**src/rtl/riscv_mem_pkg.sv**
```systemverilog
// riscv_mem_pkg
//   Shared definitions for the instruction/data memory arbiter:
//   the arbiter FSM state type and the default address width and
//   starvation limit used as parameter defaults.
package riscv_mem_pkg;

  typedef enum logic [1:0] {
    ST_IDLE   = 2'd0,
    ST_BUSY_I = 2'd1,
    ST_BUSY_D = 2'd2
  } arb_state_t;

  localparam int DEF_ADDR_W   = 32;
  localparam int DEF_MAX_WAIT = 4;

endpackage

```
**src/rtl/mem_arbiter.sv**
```systemverilog
// mem_arbiter
//   Shares one single-port memory between an instruction-fetch port and a
//   data port. Every access is two cycles: an issue cycle (mem_en high,
//   taken from IDLE) followed by an ack cycle (BUSY_I / BUSY_D) in which the
//   memory read data is returned to the granted requester.
//   Data has fixed priority over instruction fetch.
//
//   Build option: ARB_STARVE_GUARD_EN
//     defined   - a saturating wait counter counts IDLE cycles in which a
//                 pending fetch lost to data; at MAX_WAIT the fetch is
//                 forced through ahead of data.
//     undefined - strict data priority, no counter.
//
//   Ports
//     clk, rst                  clock, asynchronous active-high reset
//     i_req/i_addr              fetch request and byte address
//     i_ack/i_rdata             fetch completion pulse and data
//     d_req/d_addr/d_we/d_wdata data request, byte address, lane enables, data
//     d_ack/d_rdata             data completion pulse and read data
//     mem_en/mem_addr/mem_we/mem_wdata/mem_rdata  memory side
//
//   state     | meaning
//   ----------+-------------------------------------------------
//   ST_IDLE   | arbitrate; issue the winning access this cycle
//   ST_BUSY_I | memory data valid; ack the fetch
//   ST_BUSY_D | memory data valid; ack the data access
module mem_arbiter
  import riscv_mem_pkg::*;
#(
  parameter int ADDR_W   = DEF_ADDR_W,
  parameter int MAX_WAIT = DEF_MAX_WAIT
) (
  input  logic              clk,
  input  logic              rst,
  input  logic              i_req,
  input  logic [ADDR_W-1:0] i_addr,
  output logic              i_ack,
  output logic [31:0]       i_rdata,
  input  logic              d_req,
  input  logic [ADDR_W-1:0] d_addr,
  input  logic [3:0]        d_we,
  input  logic [31:0]       d_wdata,
  output logic              d_ack,
  output logic [31:0]       d_rdata,
  output logic              mem_en,
  output logic [ADDR_W-1:0] mem_addr,
  output logic [3:0]        mem_we,
  output logic [31:0]       mem_wdata,
  input  logic [31:0]       mem_rdata
);

  localparam logic [ADDR_W-1:0] WORD_MASK = ~ADDR_W'(3);

  arb_state_t state, state_nxt;
  logic       idle_issue;
  logic       grant_i;
  logic       grant_d;
  logic       force_i;

  // Outputs are combinational from state; gating with rst keeps the
  // memory strobe quiet while reset is held even if requests are high.
  assign idle_issue = (state == ST_IDLE) && !rst;

`ifdef ARB_STARVE_GUARD_EN
  localparam int CNT_W = $clog2(MAX_WAIT + 1);
  localparam logic [CNT_W-1:0] CNT_MAX = CNT_W'(MAX_WAIT);

  logic [CNT_W-1:0] wait_cnt;

  assign force_i = (wait_cnt == CNT_MAX);

  always_ff @(posedge clk or posedge rst) begin
    if (rst) begin
      wait_cnt <= '0;
    end else if (grant_i) begin
      wait_cnt <= '0;
    end else if (grant_d && i_req && (wait_cnt != CNT_MAX)) begin
      wait_cnt <= wait_cnt + 1'b1;
    end
  end
`else
  assign force_i = 1'b0;
`endif

  // Forcing only overrides data when a fetch is actually pending.
  assign grant_d = idle_issue && d_req && !(force_i && i_req);
  assign grant_i = idle_issue && i_req && !grant_d;

  always_ff @(posedge clk or posedge rst) begin
    if (rst) begin
      state <= ST_IDLE;
    end else begin
      state <= state_nxt;
    end
  end

  always_comb begin
    state_nxt = state;
    case (state)
      ST_IDLE: begin
        if (grant_d) begin
          state_nxt = ST_BUSY_D;
        end else if (grant_i) begin
          state_nxt = ST_BUSY_I;
        end
      end
      ST_BUSY_I: state_nxt = ST_IDLE;
      ST_BUSY_D: state_nxt = ST_IDLE;
      default:   state_nxt = ST_IDLE;
    endcase
  end

  always_comb begin
    mem_en    = 1'b0;
    mem_addr  = '0;
    mem_we    = 4'b0000;
    mem_wdata = 32'h0;
    i_ack     = 1'b0;
    d_ack     = 1'b0;
    i_rdata   = 32'h0;
    d_rdata   = 32'h0;

    if (grant_d) begin
      mem_en    = 1'b1;
      mem_addr  = d_addr & WORD_MASK;
      mem_we    = d_we;
      mem_wdata = d_wdata;
    end else if (grant_i) begin
      mem_en    = 1'b1;
      mem_addr  = i_addr & WORD_MASK;
    end

    if (!rst) begin
      if (state == ST_BUSY_I) begin
        i_ack   = 1'b1;
        i_rdata = mem_rdata;
      end else if (state == ST_BUSY_D) begin
        d_ack   = 1'b1;
        d_rdata = mem_rdata;
      end
    end
  end

endmodule

```
**config.mk**
```make
export PLATFORM = sky130hd
export DESIGN_NAME = mem_arbiter
export DESIGN_NICKNAME = d
export VERILOG_FILES = /design/src/rtl/riscv_mem_pkg.sv /design/src/rtl/mem_arbiter.sv
export SDC_FILE = /design/constraint.sdc
export NUM_CORES = 1
export LEC_CHECK = 0
export ABC_CLOCK_PERIOD_IN_PS = 1700
export CAP_MARGIN = 20
export CORE_AREA = 2 2 105 107
export CTS_CLUSTER_DIAMETER = 100
export DETAILED_ROUTE_END_ITERATION = 12
export DIE_AREA = 0 0 107 109
export DONT_BUFFER_PORTS = 1
export GPL_ROUTABILITY_DRIVEN = 0
export PLACE_DENSITY = 0.3
export RECOVER_POWER = 50
export SYNTH_ARGS = -nofsm -noshare
export SYNTH_HDL_FRONTEND = slang
export SYNTH_SLANG_ARGS = --single-unit
```
**constraint.sdc**
```tcl
create_clock -name clk -period 1.7 [get_ports clk]
set_clock_uncertainty 0.1 [all_clocks]
set_input_delay 0.34 -clock clk [delete_from_list [all_inputs] [get_ports clk]]
set_output_delay 0.34 -clock clk [all_outputs]
set_load 0.05 [all_outputs]
```
==> impl_metrics.toml <==
[status]
status = "finished, violations left"
violations = "negative setup slack"

[clock_network]
cts_buffers = 3
clock_latency_ps = 210
root_buffer = "clkbuf_8"
clock_sinks = 2
clk_pin_slew_ps = 30
htree_levels = 1
cts_max_path_buffers = 2
cts_tree = "yes"

[logic_synthesis]
ys_seq_area_frac = 0.03350
synth_area_sq_um = 1494
synth_warnings = 0
synthDistinctLibCells = 18
synth_top_area_frac = 0.2722
synthArstFlopShare = 1.000
synth_top_flop_cell = "dfrtp_1"
synth_top_cell_by_area = "and2_1"
netlist_instances = 231
synth_edf_count = 0
synth_area_per_cell_sq_um = 6.467
synthTopCellsByArea = "and2_1 27%, a21oi_2 17%, and3_1 15%"
synth_seq_cells = 2

[finish]
largest_register = "state"
drive_gt1_frac = 0.7604
antennaDiodeCount = 0
largest_reg_flops = 2
reg_top3 = "state x2"
fin_nets = 426
area_growth_pct = 146.4

[critical_path]
cp-end-kind = "primary output"
critPathMaxFanout = 33
reg2reg_slack_ps = 280
crit_slowest_cell = "dfrtp_1"
cp_top_family = "simple AND/OR/NAND/NOR gates"
worstPathRequired_ps = 1260
crit_arrival_ps = 1530
slowest_delay_ps = 400
critPathBufInv = 2
critical_path_class = "flop to primary output"
worstPathCellList = "buf_4 > nor3b_4 > buf_12 > and2_2"
start_kind = "flop"

[grt]
antenna_found_initial = 0
track_usage = 0.1018
grt_pass1_wl_um = 9501
grt_max_degree = 100
globalRouteOverflowTotal = 0
grt_pass1_vias = 1783

[placed_design]
place_ws_ps = -73.16
dp_hpwl_um = 5476
port_buffers = 0

[route]
first_pass_iters = 4
detail_route.wl_per_cell_um = 17.50
drc = 0
vias_per_cell = 4.467
detail-route-antenna-nets = 0
drtIter0Drc = 30
vias = 1912
wirelength_um = 7490

[timing]
period_share = 1.157
setup_violations = 133
setup_ws_ps = -267.4
rsz0062_at_grt = "yes"
setup_tns_ps = -29570
finalCriticalPeriod_ps = 1967
final_max_slew_viol_count = 0
finalHoldViolCount = 0
fmax_mhz = 508.3

[pwr]
switchingPower_mw = 0.6888
peakVddDrop_v = 0.0001617
p_int_mw = 0.6976
p_clk_frac = 0.132
swShare = 0.4968
powerDensity_nw_per_um2 = 376.6
p_leak_nw = 1.351
seq_power_share = 0.038
p_comb_frac = 0.830

[floorplan]
start_util = 0.1409
die_w_um = 107
ios = 271
placeableCoreArea_sq_um = 10600
std_cell_rows = 38
die_h_um = 109
die_area_sq_um = 11660

[hold_path]
hold_path.class = "input port to flop"

[flow_run]
drv_cap = 0
-- layout by cell type, fill, tap and decap left out --
cell,synthesis,routed
a21oi_4,0,30
and2_1,65,1
and2_2,0,14
and2_4,0,50
and3_4,0,36
buf_12,0,65
buf_4,2,4
buf_6,3,7
buf_8,0,1
clkbuf_16,0,4
clkbuf_8,0,3
conb_1,1,2
dfrtp_1,2,2
dlygate4sd3_1,0,1
inv_1,1,1
nand2_1,30,30
nand3b_1,30,30
nor2_1,2,1
nor2_4,0,1
nor3_4,1,1
nor3b_1,1,1
nor3b_4,0,2
or3_4,0,1
-- worst paths after layout --
path                       cells past startpoint     start          end
setup / recovery                               4  state[1]  i_rdata[13]
hold / removal                                 1     d_req     state[0]
setup reg to reg                               7  state[0]     state[1]
hold reg to reg                                3  state[0]     state[0]
max in group asynchronous                      2       rst     state[1]
min in group asynchronous                      2       rst     state[0]
-- cell type report --
type	count	area, sq um
clock buffer	3	41.29
fill	1043	6922
inverter	1	3.754
multi-input combinational	200	1876
sequential	2	50.05
tap	140	175.2
timing repair buffer	82	1535
-- logic make-up after synthesis --
family,after synthesis,share of synthesized area
AND/OR/NAND/NOR,168,0.6910
AO/OA/AOI/OAI,30,0.1734
buffers and inverters,30,0.09966
flip-flops,2,0.03350
other,1,0.002510
-- timing repair --
action	4_1_cts	5_1_grt
buffers inserted	0	5
hold buffers	1	0
pin swaps	24	44
gates cloned	0	7
endpoints found under the setup margin	133	133
hold endpoints to repair	2	0
gates resized for setup	30	33
-- synth_stat cells (all sizes together), types with 2 or more instances --
| library cell | n |
|---|---|
| a21oi | 30 |
| and2 | 65 |
| and3 | 36 |
| buf | 10 |
| clkbuf | 19 |
| dfrtp | 2 |
| nand2 | 30 |
| nand3b | 30 |
| nor2 | 2 |
| nor3b | 3 |
-- layer usage --
metal / global-route usage / vias up / wire, um
li1: - / 885 / -
met1: 0.1088 / 885 / 2581
met2: 0.1956 / 140 / 4100
met3: 0.02989 / 2 / 766
met4: 0.02505 / 0 / 41
met5: 0 / - / 0
-- power by group through the flow --
stage	combinational (mW)	sequential, mW	clock [mW]
6_report	1.15	0.0528	0.184
5_1_grt	1.19	0.0529	0.204
4_1_cts	1.07	0.0528	0.192
3_5_place_dp	1.05	0.0530	0
3_3_place_gp	1.05	0.0529	0
2_1_floorplan	0.737	0.0539	0
-- through the flow --
| step | utilization | hold slack [ps] | power (mW) | cells | cell area [sq um] |
|---|---|---|---|---|---|
| after floorplan | - | -18.82 | 0.7911 | 232 | 1956 |
| after global placement | 0.3094 | -13.75 | 1.105 | 412 | 3281 |
| after detailed placement | 0.3094 | -10.73 | 1.107 | 412 | 3281 |
| after CTS | 0.3199 | 109.4 | 1.320 | 416 | 3392 |
| after global routing | 0.3472 | 116.9 | 1.448 | 428 | 3681 |
| final | 0.3472 | 150.6 | 1.386 | 428 | 3681 |
Note: power is estimated with default switching activity, not from simulation.
